File: config.mk
export PLATFORM = sky130hd
export DESIGN_NAME = id_ex_stage
export DESIGN_NICKNAME = d
export VERILOG_FILES = /design/src/rtl/pipeline_pkg.sv /design/src/rtl/hazard_scoreboard.sv /design/src/rtl/id_ex_stage.sv
export SDC_FILE = /design/constraint.sdc
export NUM_CORES = 1
export LEC_CHECK = 0
export BUFFER_PORTS_ARGS = -buffer_cell sky130_fd_sc_hd__buf_2
export CAP_MARGIN = 10
export CORE_UTILIZATION = 51
export DETAILED_ROUTE_END_ITERATION = 7
export PLACE_DENSITY = 0.86
export REMOVE_ABC_BUFFERS = 1
export SLEW_MARGIN = 15
export SYNTH_ARGS = -nofsm -noshare
export SYNTH_HDL_FRONTEND = slang
export SYNTH_SLANG_ARGS = --single-unit
File: constraint.sdc
create_clock -name clk -period 4.3 [get_ports clk]
set_input_delay 0.43 -clock clk [delete_from_list [all_inputs] [get_ports clk]]
set_output_delay 0.43 -clock clk [all_outputs]
set_load 0.01 [all_outputs]
File: src/rtl/pipeline_pkg.sv
// Shared types and constants for the ID/EX stage and its hazard scoreboard.
// Optional build macro used by this slice: REGFILE_BYPASS_EN (register-file write-before-read).
package pipeline_pkg;

    localparam int SB_DEPTH = 3;
    localparam int REG_AW   = 5;

    typedef enum logic [3:0] {
        ALU_ADD  = 4'b0000,
        ALU_SUB  = 4'b0001,
        ALU_SLT  = 4'b0010,
        ALU_SLTU = 4'b0011,
        ALU_XOR  = 4'b0100,
        ALU_OR   = 4'b0101,
        ALU_AND  = 4'b0110,
        ALU_SLL  = 4'b0111,
        ALU_SRL  = 4'b1000,
        ALU_SRA  = 4'b1001,
        ALU_LUI  = 4'b1111
    } alu_op_e;

    // Width-independent control half of the EX payload; XLEN data lives in the stage.
    typedef struct packed {
        logic [REG_AW-1:0] rd_addr;
        logic [3:0]        alu_control;
        logic              opa_sel;
        logic              opb_sel;
    } idex_payload_t;

endpackage

File: src/rtl/hazard_scoreboard.sv
// Tracks destinations of instructions in EX/MEM/WB and flags RAW hazards for decode.
// With REGFILE_BYPASS_EN defined the WB entry is ignored (the register file writes before it reads).
module hazard_scoreboard
    import pipeline_pkg::*;
(
    input  logic              clk,
    input  logic              rst_n,
    input  logic              id_valid_i,
    input  logic              use_rs1_i,
    input  logic              use_rs2_i,
    input  logic [REG_AW-1:0] rs1_addr_i,
    input  logic [REG_AW-1:0] rs2_addr_i,
    input  logic              load_valid_i,
    input  logic [REG_AW-1:0] load_rd_i,
    output logic              hazard_o
);

`ifdef REGFILE_BYPASS_EN
    localparam int CMP_DEPTH = SB_DEPTH - 1;
`else
    localparam int CMP_DEPTH = SB_DEPTH;
`endif

    // Index 0 is EX, 1 is MEM, 2 is WB.
    logic [SB_DEPTH-1:0] sb_valid_q, sb_valid_d;
    logic [REG_AW-1:0]   sb_rd_q [SB_DEPTH];
    logic [REG_AW-1:0]   sb_rd_d [SB_DEPTH];
    logic                hit;

    always_comb begin
        sb_valid_d = {sb_valid_q[SB_DEPTH-2:0], load_valid_i & (load_rd_i != '0)};
        sb_rd_d[0] = load_rd_i;
        for (int i = 1; i < SB_DEPTH; i++) begin
            sb_rd_d[i] = sb_rd_q[i-1];
        end
    end

    always_ff @(posedge clk or negedge rst_n) begin
        if (!rst_n) begin
            sb_valid_q <= '0;
            for (int i = 0; i < SB_DEPTH; i++) begin
                sb_rd_q[i] <= '0;
            end
        end else begin
            sb_valid_q <= sb_valid_d;
            for (int i = 0; i < SB_DEPTH; i++) begin
                sb_rd_q[i] <= sb_rd_d[i];
            end
        end
    end

    always_comb begin
        hit = 1'b0;
        for (int i = 0; i < CMP_DEPTH; i++) begin
            if (sb_valid_q[i]) begin
                if (use_rs1_i && (rs1_addr_i != '0) && (rs1_addr_i == sb_rd_q[i])) hit = 1'b1;
                if (use_rs2_i && (rs2_addr_i != '0) && (rs2_addr_i == sb_rd_q[i])) hit = 1'b1;
            end
        end
    end

    assign hazard_o = id_valid_i & hit;

endmodule

File: src/rtl/id_ex_stage.sv
// ID/EX pipeline register with stall-only RAW resolution and branch flush.
// Optional build macro: REGFILE_BYPASS_EN (shrinks the hazard window by one stage).
module id_ex_stage
    import pipeline_pkg::*;
#(
    parameter int XLEN = 32
) (
    input  logic            clk,
    input  logic            rst_n,
    input  logic            id_valid,
    input  logic [XLEN-1:0] id_pc,
    input  logic [XLEN-1:0] id_rs1_data,
    input  logic [XLEN-1:0] id_rs2_data,
    input  logic [XLEN-1:0] id_imm,
    input  logic [4:0]      id_rs1_addr,
    input  logic [4:0]      id_rs2_addr,
    input  logic [4:0]      id_rd_addr,
    input  logic            id_use_rs1,
    input  logic            id_use_rs2,
    input  logic            id_rd_wren,
    input  logic [3:0]      id_alu_control,
    input  logic            id_opa_sel,
    input  logic            id_opb_sel,
    input  logic            ex_flush,
    output logic            id_stall,
    output logic            ex_valid,
    output logic            ex_rd_wren,
    output logic [XLEN-1:0] ex_pc,
    output logic [XLEN-1:0] ex_rs1_data,
    output logic [XLEN-1:0] ex_rs2_data,
    output logic [XLEN-1:0] ex_imm,
    output logic [4:0]      ex_rd_addr,
    output logic [3:0]      ex_alu_control,
    output logic            ex_opa_sel,
    output logic            ex_opb_sel
);

    logic            hazard;
    logic            advance;
    logic            ex_valid_q, ex_valid_d;
    logic            ex_rd_wren_q, ex_rd_wren_d;
    logic [XLEN-1:0] ex_pc_q, ex_pc_d;
    logic [XLEN-1:0] ex_rs1_q, ex_rs1_d;
    logic [XLEN-1:0] ex_rs2_q, ex_rs2_d;
    logic [XLEN-1:0] ex_imm_q, ex_imm_d;
    idex_payload_t   ex_ctrl_q, ex_ctrl_d;

    // A flush kills the decode slot, so it also overrides any stall request.
    assign id_stall = hazard & ~ex_flush;
    assign advance  = ~id_stall & ~ex_flush;

    hazard_scoreboard u_scoreboard (
        .clk          (clk),
        .rst_n        (rst_n),
        .id_valid_i   (id_valid),
        .use_rs1_i    (id_use_rs1),
        .use_rs2_i    (id_use_rs2),
        .rs1_addr_i   (id_rs1_addr),
        .rs2_addr_i   (id_rs2_addr),
        .load_valid_i (advance & id_valid & id_rd_wren),
        .load_rd_i    (id_rd_addr),
        .hazard_o     (hazard)
    );

    always_comb begin
        ex_valid_d             = 1'b0;
        ex_rd_wren_d           = 1'b0;
        ex_pc_d                = ex_pc_q;
        ex_rs1_d               = ex_rs1_q;
        ex_rs2_d               = ex_rs2_q;
        ex_imm_d               = ex_imm_q;
        ex_ctrl_d              = ex_ctrl_q;
        ex_ctrl_d.alu_control  = ALU_ADD;
        if (advance) begin
            ex_valid_d   = id_valid;
            ex_rd_wren_d = id_rd_wren & id_valid;
            ex_pc_d      = id_pc;
            ex_rs1_d     = id_rs1_data;
            ex_rs2_d     = id_rs2_data;
            ex_imm_d     = id_imm;
            ex_ctrl_d    = '{rd_addr: id_rd_addr, alu_control: id_alu_control,
                             opa_sel: id_opa_sel, opb_sel: id_opb_sel};
        end
    end

    always_ff @(posedge clk or negedge rst_n) begin
        if (!rst_n) begin
            ex_valid_q   <= 1'b0;
            ex_rd_wren_q <= 1'b0;
            ex_pc_q      <= '0;
            ex_rs1_q     <= '0;
            ex_rs2_q     <= '0;
            ex_imm_q     <= '0;
            ex_ctrl_q    <= '0;
        end else begin
            ex_valid_q   <= ex_valid_d;
            ex_rd_wren_q <= ex_rd_wren_d;
            ex_pc_q      <= ex_pc_d;
            ex_rs1_q     <= ex_rs1_d;
            ex_rs2_q     <= ex_rs2_d;
            ex_imm_q     <= ex_imm_d;
            ex_ctrl_q    <= ex_ctrl_d;
        end
    end

    assign ex_valid       = ex_valid_q;
    assign ex_rd_wren     = ex_rd_wren_q;
    assign ex_pc          = ex_pc_q;
    assign ex_rs1_data    = ex_rs1_q;
    assign ex_rs2_data    = ex_rs2_q;
    assign ex_imm         = ex_imm_q;
    assign ex_rd_addr     = ex_ctrl_q.rd_addr;
    assign ex_alu_control = ex_ctrl_q.alu_control;
    assign ex_opa_sel     = ex_ctrl_q.opa_sel;
    assign ex_opb_sel     = ex_ctrl_q.opb_sel;

endmodule

==> reports/results.txt <==
proportion of layout cells with a drive suffix above 1 - 0.673
post-layout min period - 2980 ps
die height - 116 µm
max-cap violation count - 0
setup TNS - 0 ps
Final Hold Vio Count - 0
root buffer cell - clkbuf_16
Slew headroom - 0.423
initial antenna violation count - 0
gpl congestion - 0.905
Critical Path Start Type - flop
largest net degree at the start of global routing - 96
WL/cell - 17.4 µm
Final ANT Viol Nets - 0
initial DRC count - 215
post-CTS setup buffers - 0
Req. time, crit path - 3870 ps
RSZ-0062 raised after global routing - no
Rows - 41
Static Leak - 0.00445 µW
chip width - 116 µm
status - finished clean
sequential area share after synthesis - 0.602
1st-pass router iterations - 4
CTS clk-pin slew, worst paths - 60 ps
vias post-DR - 4,208
H-Tree Depth - 4
Max Freq - 336 MHz
Slew @ Worst Pin - 866 ps
hold_buf cts - 0
Synth warnings - 0
I/O pin count - 298
Cell Pwr Density - 429 nW/µm²
cell accounting for the most synthesized area - dfrtp_1
asr flop ratio synth - 1.00
maximum vdd ir drop - 0.259 mV
maximum buffer depth of the clock tree - 2
area of the die - 13,400 µm²
# diodes - 0
part of the cycle the worst path needs - 0.693
CTS Buf Count - 17
vias in the first global route - 4,300
crit end category - output port
post-synth cell types - 22
DP HPWL - 10.8 mm
WP data arrival - 2550 ps
Clock Sinks - 159
PortBufs - 297
Final Skew - 7.27 ps
Fill cells - 859
Hold WS - 55.2 ps
EDFF count, synth - 0
Post-Route WL - 14.9 mm
Gate Count Post-Synth - 371
later-pin clock latency in the skew report - 420 ps
CP Max Fanout - 3
Vias/cell - 4.89
Nets - 832
synthesized area per cell - 17.8 µm²
post-synth top area share - 0.602
grt ovf - 0
Area contributors post-synth - dfrtp_1, mux2_4, mux2_2, buf_12, xor2_1
CTS tree - built
Synth Flop Type - dfrtp_1
Netlist Area Pre-Place - 6610 µm²
Syn-to-layout area delta - 31.1%
post-CTS sizing - 0
flops & latches, synth - 159
WS Path Type - reg -> out
count leader, synth - dfrtp_1
final setup violation count - 0
first-pass GRT wire length - 22.3 mm
All-Layer GR Usage - 0.225
core box area - 12,600 µm²
most frequent cells after synthesis - dfrtp_1, mux2_4, mux2_2
hold crit path type - in -> async
Initial Util - 0.524
Max Slew Vio Count - 0
DRC - 0
[per-layer routing]
| layer | wire (µm) | vias to the layer above | global-route usage |
|---|---|---|---|
| met5 | 0 | - | 0 |
| met4 | 404 | 0 | 0.106 |
| met3 | 1120 | 32 | 0.0696 |
| met2 | 7510 | 212 | 0.377 |
| met1 | 5900 | 2052 | 0.266 |
| li1 | - | 1912 | - |
[path summary, 6_finish.rpt]
path | slack (ps) | start | to | depth (start not counted)
worst max-delay path | 1320 | u_scoreboard.sb_rd_d[9]$_DFF_PN0_ | id_stall | 7
worst min-delay path | 60 | rst_n | ex_pc[2]$_DFFE_PN0N_ | 1
worst max register to register | 1800 | u_scoreboard.sb_rd_d[9]$_DFF_PN0_ | ex_imm[29]$_DFFE_PN0N_ | 7
worst min register to register | 410 | u_scoreboard.sb_valid_q[1]$_DFF_PN0_ | u_scoreboard.sb_valid_q[2]$_DFF_PN0_ | 0
max in group asynchronous | 3180 | rst_n | ex_rs1_data[5]$_DFFE_PN0N_ | 2
min in group clk | 140 | id_rd_addr[4] | u_scoreboard.sb_rd_d[9]$_DFF_PN0_ | 1
[registers in the layout, summed over array words and instances, names as in the netlist]
name / cells
ex_imm: 32
ex_pc: 32
ex_rs1_data: 32
ex_rs2_data: 32
u_scoreboard.sb_rd_d: 10
ex_rd_addr: 5
u_scoreboard.sb_rd_q: 5
ex_alu_control: 4
u_scoreboard.sb_valid_q: 3
ex_opa_sel: 1
ex_opb_sel: 1
ex_rd_wren: 1
ex_valid: 1
[worst max-delay path, stage by stage, from the launching register on]
cell and delay [ps]:
dfrtp_1 430, xor2_1 160, nor4_1 400, nand3_1 130, a31oi_1 410, nor2_1 120
nor3_1 280, buf_2 200
[cells in the final DEF, fill, tap and decap left out, types with 3 or more instances in the layout]
master,count
mux2_1,6
nand3_1,6
xnor2_1,6
inv_6,4
clkinvlp_4,6
xor2_1,24
mux2_2,29
dfrtp_1,159
buf_2,296
clkinv_4,3
or4_1,3
clkbuf_16,17
and2_1,4
nor4_1,7
mux2_4,100
[power breakdown]
part           switching (µW)  total [µW]  internal, µW
combinational             272         608           336
clock                     619        1380           761
sequential               86.0        1730          1640
[area by class of cell]
type                    instances  area (µm²)  share of cell area
clock inverters                14         111              0.0129
clock buffers                  18         439              0.0507
repair buffers                301        1550               0.179
well taps                     172         215              0.0248
flip-flops and latches        159        3980               0.459
inverters                       1        3.75            0.000433
multi-input cells             196        2370               0.273
[metrics by stage]
| stage | util | setup WS [ps] | total power, µW | std cells | cell area, µm² |
|---|---|---|---|---|---|
| after CTS | 0.686 | 1320 | 3760 | 861 | 8660 |
| after global routing | 0.686 | 1110 | 3880 | 861 | 8660 |
| after detailed placement | 0.643 | 1460 | 2360 | 829 | 8110 |
| after global placement | 0.643 | 1560 | 2340 | 829 | 8110 |
| after floorplan | - | -2570 | 2080 | 356 | 6350 |
| final | 0.686 | 1320 | 3710 | 861 | 8660 |
[cells by family (layout without fill, tap and decap cells)]
logic type             count (synthesis)  after routing  share of synthesized area
multiplexers                         135            135                      0.287
XOR/XNOR                              30             30                     0.0398
AO/OA/AOI/OAI                          7              7                     0.0104
AND/OR/NAND/NOR                       24             24                     0.0212
flip-flops                           159            159                      0.602
buffers and inverters                 16            334                     0.0396
No activity file was read; power rests on OpenSTA's default activity.
